$ cat config.mk
export PLATFORM = sky130hd
export DESIGN_NAME = stepper_seq
export DESIGN_NICKNAME = d
export VERILOG_FILES = /design/src/rtl/stepper_seq.sv
export SDC_FILE = /design/constraint.sdc
export NUM_CORES = 1
export LEC_CHECK = 0
export CORE_UTILIZATION = 65
export DETAILED_ROUTE_END_ITERATION = 16
export DONT_BUFFER_PORTS = 1
export GPL_ROUTABILITY_DRIVEN = 0
export PLACE_DENSITY_LB_ADDON = 0.05
export SYNTH_ARGS = -nofsm -noshare
export SYNTH_HDL_FRONTEND = slang
export SYNTH_SLANG_ARGS = --single-unit
$ cat constraint.sdc
create_clock -name CLOCK_50 -period 4.5 [get_ports CLOCK_50]
set_input_delay 0.45 -clock CLOCK_50 [delete_from_list [all_inputs] [get_ports CLOCK_50]]
set_output_delay 0.45 -clock CLOCK_50 [all_outputs]
set_load 0.02 [all_outputs]
$ cat src/rtl/stepper_seq.sv
// stepper_seq: relative-move stepper sequencer with full/half-step drive, abort and absolute position.
// Half-step moves are honoured only when STEPPER_HALFSTEP_EN is defined; otherwise every move is full-step.
module stepper_seq #(
   parameter int STEP_DIV = 100000,
   parameter int CNT_W    = 16,
   parameter int POS_W    = 24
) (
   input  logic             CLOCK_50,
   input  logic             reset,
   input  logic             cmd_valid,
   output logic             cmd_ready,
   input  logic             cmd_dir,
   input  logic [CNT_W-1:0] cmd_steps,
   input  logic             half_mode,
   input  logic             abort,
   output logic [3:0]       coil,
   output logic             busy,
   output logic             done,
   output logic [CNT_W-1:0] steps_left,
   output logic [POS_W-1:0] position,
   output logic             red,
   output logic             green,
   output logic             blue
);
   // state  | meaning
   // S_IDLE | waiting for a command; coils hold the last pattern
   // S_RUN  | stepping once every STEP_DIV cycles
   // S_FIN  | one-cycle done pulse after completion or abort
   typedef enum logic [1:0] {S_IDLE, S_RUN, S_FIN} state_t;

`ifdef STEPPER_HALFSTEP_EN
   localparam bit HALF_EN = 1'b1;
`else
   localparam bit HALF_EN = 1'b0;
`endif

   localparam int DIV_W = (STEP_DIV > 2) ? $clog2(STEP_DIV) : 1;
   localparam logic [DIV_W-1:0] DIV_LOAD = DIV_W'(STEP_DIV - 1);

   state_t           state, state_nxt;
   logic [2:0]       ph, ph_nxt, ph_step;
   logic [POS_W-1:0] pos_nxt;
   logic [CNT_W-1:0] left_nxt;
   logic [DIV_W-1:0] div, div_nxt;
   logic             dir_q, dir_nxt;
   logic             half_q, half_nxt;
   logic             red_nxt;

   function automatic logic [3:0] coil_of(input logic [2:0] p);
      logic [3:0] c;
      case (p)
         3'd0:    c = 4'b0001;
         3'd1:    c = 4'b0011;
         3'd2:    c = 4'b0010;
         3'd3:    c = 4'b0110;
         3'd4:    c = 4'b0100;
         3'd5:    c = 4'b1100;
         3'd6:    c = 4'b1000;
         default: c = 4'b1001;
      endcase
      return c;
   endfunction

   assign cmd_ready = (state == S_IDLE);

   always_comb begin
      // an even phase in full-step mode takes a single-unit step to realign onto the two-phase entries
      ph_step   = (half_q || !ph[0]) ? 3'd1 : 3'd2;
      state_nxt = state;
      ph_nxt    = ph;
      pos_nxt   = position;
      left_nxt  = steps_left;
      div_nxt   = div;
      dir_nxt   = dir_q;
      half_nxt  = half_q;
      red_nxt   = red;
      case (state)
         S_IDLE: begin
            if (cmd_valid) begin
               dir_nxt   = cmd_dir;
               half_nxt  = HALF_EN & half_mode;
               left_nxt  = cmd_steps;
               red_nxt   = 1'b0;
               div_nxt   = DIV_LOAD;
               state_nxt = (cmd_steps == '0) ? S_FIN : S_RUN;
            end
         end
         S_RUN: begin
            if (div == '0) begin
               ph_nxt   = dir_q ? ph + ph_step : ph - ph_step;
               pos_nxt  = dir_q ? position + POS_W'(ph_step) : position - POS_W'(ph_step);
               left_nxt = steps_left - CNT_W'(1);
               div_nxt  = DIV_LOAD;
               if (steps_left == CNT_W'(1)) begin
                  state_nxt = S_FIN;
               end else if (abort) begin
                  state_nxt = S_FIN;
                  red_nxt   = 1'b1;
               end
            end else if (abort) begin
               state_nxt = S_FIN;
               red_nxt   = 1'b1;
               div_nxt   = DIV_LOAD;
            end else begin
               div_nxt = div - DIV_W'(1);
            end
         end
         S_FIN: begin
            state_nxt = S_IDLE;
         end
         default: begin
            state_nxt = S_IDLE;
         end
      endcase
   end

   always_ff @(posedge CLOCK_50) begin
      if (reset) begin
         state      <= S_IDLE;
         ph         <= 3'd1;
         coil       <= 4'b0011;
         position   <= '0;
         steps_left <= '0;
         div        <= DIV_LOAD;
         dir_q      <= 1'b0;
         half_q     <= 1'b0;
         red        <= 1'b0;
         busy       <= 1'b0;
         done       <= 1'b0;
         green      <= 1'b1;
         blue       <= 1'b0;
      end else begin
         state      <= state_nxt;
         ph         <= ph_nxt;
         coil       <= coil_of(ph_nxt);
         position   <= pos_nxt;
         steps_left <= left_nxt;
         div        <= div_nxt;
         dir_q      <= dir_nxt;
         half_q     <= half_nxt;
         red        <= red_nxt;
         busy       <= (state_nxt == S_RUN);
         done       <= (state_nxt == S_FIN);
         green      <= (state_nxt == S_IDLE);
         blue       <= (state_nxt == S_RUN);
      end
   end

endmodule

* Word level (Yosys, flattened, before mapping)
Index checks and enable logic that the tools add are counted.
** Word-level totals
- Input port bits :: 22
- Word-level logic and storage cells :: 65
- Bits in registers :: 71
- Output and inout port bits :: 50
** Operators by class
- Add/sub/neg operators :: 6
- Reduce and logical (&&, ||, !) cells :: 11
- Mux-type cells :: 24
- Equality and inequality tests :: 13
** Operator list (count)
- $mux 17 :: 3
- $pmux 17 s2 :: 1
- $mux 16 :: 2
- $pmux 16 s2 :: 1
- $pmux 4 s7 :: 1
- $add 24x2->24 :: 1
- $mux 24 :: 1
- $sub 24x2->24 :: 1
- $logic_not 17->1 :: 1
- $sub 17x1->17 const B :: 1
- $eq 16x1->1 const B :: 1
- $logic_not 16->1 :: 1
- $sub 16x1->16 const B :: 1
- $mux 2 :: 6
- $eq 3x3->1 const B :: 3
- $mux 3 :: 3
- $eq 3x2->1 const B :: 2
- $reduce_and 2->1 :: 3
- $reduce_and 3->1 :: 2
- $eq 2x1->1 const B :: 2
- $logic_not 2->1 :: 2
- $mux 1 :: 4
- $ne 2x2->1 const B :: 2
- $pmux 2 s2 :: 1
- 8 further kinds :: 8

* Depth between registers and ports, before layout
- Depth in word-level cells :: 7
- Mapped depth :: 11
- Depth with buffers taken out :: 11

* Worst setup path before layout
No wires, ideal clock.
- Kind :: flip-flop to flip-flop
- Start :: reg dir_q
- End :: reg position[23]
- Slack :: 1.567 ns
- Arrival :: 2.810 ns
- Buffers on the path :: 1
- Data required time :: 4.377 ns
- Setup time :: 0.123 ns
- Cell stages (with the launch flop) :: 10
- Clock period less this slack :: 2.933 ns
- Path through :: dfxtp_1 > clkbuf_1 > inv_1 > ha_1 > nand2_1 > or3_1 > o31ai_1 > a21oi_1 > a211oi_1 > mux2_1
** Between the ends
- Word-level cells in the longest chain between the ends :: 1
** RTL lines
- start, declared :: RTL line 45 : logic dir_q, dir_nxt;
- start signal, assigned :: RTL line 139 : dir_q <= dir_nxt;
- $mux 24 :: RTL line 91 : pos_nxt = dir_q ? position + POS_W'(ph_step) : position - POS_W'(ph_step);
- end signal, assigned :: RTL line 136 : position <= pos_nxt;
- end, declared :: RTL line 20 : output logic [POS_W-1:0] position,
Every way passes these cells.
A chain may end at the register's enable or synchronous reset.

* Worst setup path after layout
- Start :: reg dir_q
- End :: reg position[20]
Same word-level chain as after synthesis.

==> results.sh <==
export IMPL_seqCellArea_mm2=0.00142
export IMPL_cp_start_kind="register"
export IMPL_cts_buffers=9
export IMPL_rsz0062_at_grt="false"
export IMPL_vias_per_cell=6.26
export IMPL_die_height_um=84.4
export IMPL_die_w_um=84.4
export IMPL_avgSynthCellArea_um2=7.47
export IMPL_synthArstFlopShare=0
export IMPL_synth_cell_types=51
export IMPL_syn_nets=643
export IMPL_power_net_switching_uw=437
export IMPL_fmax_mhz=306
export IMPL_drive_above_1_share=0.0444
export IMPL_antenna_found_initial=0
export IMPL_worst_endpoint_arrival_ps=3500
export IMPL_grt_max_degree=53
export IMPL_wl_per_cell_um=16.0
export IMPL_drt_iter0_drc=224
export IMPL_synth_top_cell_by_area="dfxtp_1"
export IMPL_die_area_mm2=0.00712
export IMPL_period_share=0.726
export IMPL_fin_skew_ps=12.2
export IMPL_ctsHoldBuffers=0
export IMPL_max_cap_violations=0
export IMPL_area_growth_pct=5.44
export IMPL_rr_startpoint="dir_q"
export IMPL_p_per_area_mw_per_mm2=316
export IMPL_critPathKind="register to register"
export IMPL_io_pins=72
export IMPL_vias=4153
export IMPL_synth_cells=591
export IMPL_htree_levels=3
export IMPL_yosys_top_cells_count="nand2_1, dfxtp_1, a21oi_1"
export IMPL_grtUsageTotal=0.309
export IMPL_max_vdd_ir_drop_uv=245
export IMPL_clkPwrFrac=0.391
export IMPL_met3_usage=0.0708
export IMPL_clock_sinks=71
export IMPL_synth_edf_count=0
export IMPL_start_util=0.683
export IMPL_port_buffer_count=0
export IMPL_grt_pass1_wl_um=18000
export IMPL_synth_top_cell_area_share=0.322
export IMPL_multi_input_area_mm2=0.00281
export IMPL_rrSetupSlack_ps=1230
export IMPL_crit_fanout=22
export IMPL_synth_area_mm2=0.00441
export IMPL_ys_seq_area_frac=0.322
export IMPL_wl_um=10600
export IMPL_r2r_end="position[20]"
export IMPL_cts_buffer_depth=2
export IMPL_use_met2=0.545
export IMPL_firstDrtPassIters=11
export IMPL_grt_busiest_layer="met2"
export IMPL_core_area_mm2=0.00646
export IMPL_cts_tree="yes"
export IMPL_dp_hpwl_um=7500
export IMPL_postCtsResizedCells=0
export IMPL_holdPathStages=1
export IMPL_min_path_type="input port to register"
export IMPL_setup_violations=0
export IMPL_finalSetupTns_ps=0
export IMPL_antenna_cells=0
export IMPL_cts_root_buf="clkbuf_8"
export IMPL_post_cts_setup_buffer_count=0
export IMPL_nNetsFinal=633
export IMPL_status="finished with violations"
export IMPL_finalCriticalPeriod_ps=3270
export IMPL_synth_area_leaders="dfxtp_1, nand2_1, ha_1"
export IMPL_hold_viol=0
export IMPL_drv_slew=0
export IMPL_grt_pass1_vias=3954
export IMPL_worstRegToRegCells=9
export IMPL_insertion_delay_ps=360
export IMPL_dpl_cell_count=647
export IMPL_ant_nets=0
export IMPL_swShare=0.298
export IMPL_rows=29
export IMPL_cp_data_required_time_ps=4740
export IMPL_end_kind="register"
export IMPL_synth_ff_type="dfxtp_1"
export IMPL_worst_pin_slew_ps=1030
export IMPL_combPwrFrac=0.141
export IMPL_yosysMostFrequentCell="nand2_1"
export IMPL_synth_seq_cells=71
export IMPL_drc=2
export IMPL_path_clk_slew_ps=90
export IMPL_p_leak_nw=1.91
export IMPL_slew_headroom=0.315
export IMPL_met1_usage=0.370
export IMPL_violations="DRC"
export IMPL_yosys_warnings=0
export IMPL_pwr_share_seq=0.468
export IMPL_intPower_mw=1.03
export IMPL_fin_cells=663
export IMPL_fill_cells=530
export IMPL_worstHoldStart="reset"
export IMPL_holdPathEnd="position[7]"
export IMPL_grt_ovfl_total=0
## power groups by stage
stage          clock (mW)  combinational (mW)  sequential (mW)
6_report            0.575               0.207            0.687
5_1_grt             0.605               0.233            0.689
4_1_cts             0.578               0.203            0.686
3_5_place_dp            0               0.200            0.701
3_3_place_gp            0               0.196            0.700
2_1_floorplan           0               0.176            0.692
## cells by family (layout without fill, tap and decap cells)
family                   after synthesis  after routing  synth area share
AO/OA/AOI/OAI                        158            158             0.210
XOR/XNOR                              30             30            0.0595
adder cells (fa/ha/maj)               30             30            0.0885
buffers and inverters                 45             40            0.0405
flip-flops                            71             71             0.322
multiplexers                           7              7            0.0164
AND/OR/NAND/NOR                      250            250             0.263
## cells in the final DEF (no fill, tap or decap), drive strengths merged, types with 3 or more instances in the layout
cell / n
nor2: 61
xnor2: 18
o31ai: 5
clkbuf: 9
o21a: 4
dfxtp: 71
a31oi: 10
or4: 5
and2: 5
mux2i: 5
inv: 20
nor2b: 5
o21ai: 35
o22ai: 3
nand4: 10
a21o: 7
clkinv: 4
xor2: 12
nor3: 15
and3: 5
a21oi: 69
buf: 3
o41ai: 3
or3: 5
a211oi: 5
nor4: 13
nand2: 99
a22oi: 5
o211ai: 3
nand3: 18
ha: 28
## metal layers
layer / vias up / wire [µm]
met5: - / 0
met4: 0 / 198
met3: 21 / 719
met2: 150 / 5230
met1: 1905 / 4470
li1: 2077 / -
## layout make-up
| type | count | area share |
|---|---|---|
| Timing Repair Buffer | 3 | 0.00484 |
| Sequential cell | 71 | 0.305 |
| Tap cell | 77 | 0.0207 |
| Multi-Input combinational cell | 475 | 0.604 |
| Clock buffer | 9 | 0.0266 |
| Clock inverter | 7 | 0.0210 |
| Inverter | 21 | 0.0169 |
## flip-flops by register name, summed over array words and instances (netlist names)
signal      count
green           1
dir_q           1
done            1
red             1
position       24
state           2
div            17
coil            4
steps_left     16
blue            1
ph              3
## through the flow
stage / hold WS (ps) / area (µm²) / utilization / total power, mW / worst slack [ps]
after CTS: 149 / 4650 / 0.720 / 1.47 / 1270
final: 154 / 4650 / 0.720 / 1.47 / 1230
after detailed placement: 481 / 4430 / 0.686 / 0.902 / 1300
after global placement: 474 / 4430 / 0.686 / 0.897 / 1330
after global routing: 141 / 4650 / 0.720 / 1.53 / 992
after floorplan: 455 / 4410 / - / 0.867 / 1570
## how the worst max path moves through the flow
stage / from / cells past startpoint / end
5_1_grt: dir_q / 9 / position[20]
4_1_cts: dir_q / 9 / position[20]
6_report: dir_q / 9 / position[20]
2_1_floorplan: dir_q / 9 / position[23]
3_3_place_gp: dir_q / 9 / position[20]
3_5_place_dp: dir_q / 9 / position[20]
## worst max-delay path, stage by stage (launching register included)
cell       delay [ps]
dfxtp_1           470
inv_1             430
ha_1              510
nor2b_1           230
o2111ai_1         190
a211oi_1          390
o21ai_0           270
o41ai_1           430
xnor2_1           160
o21ai_0            80
Note: power is estimated with default switching activity, not from simulation.
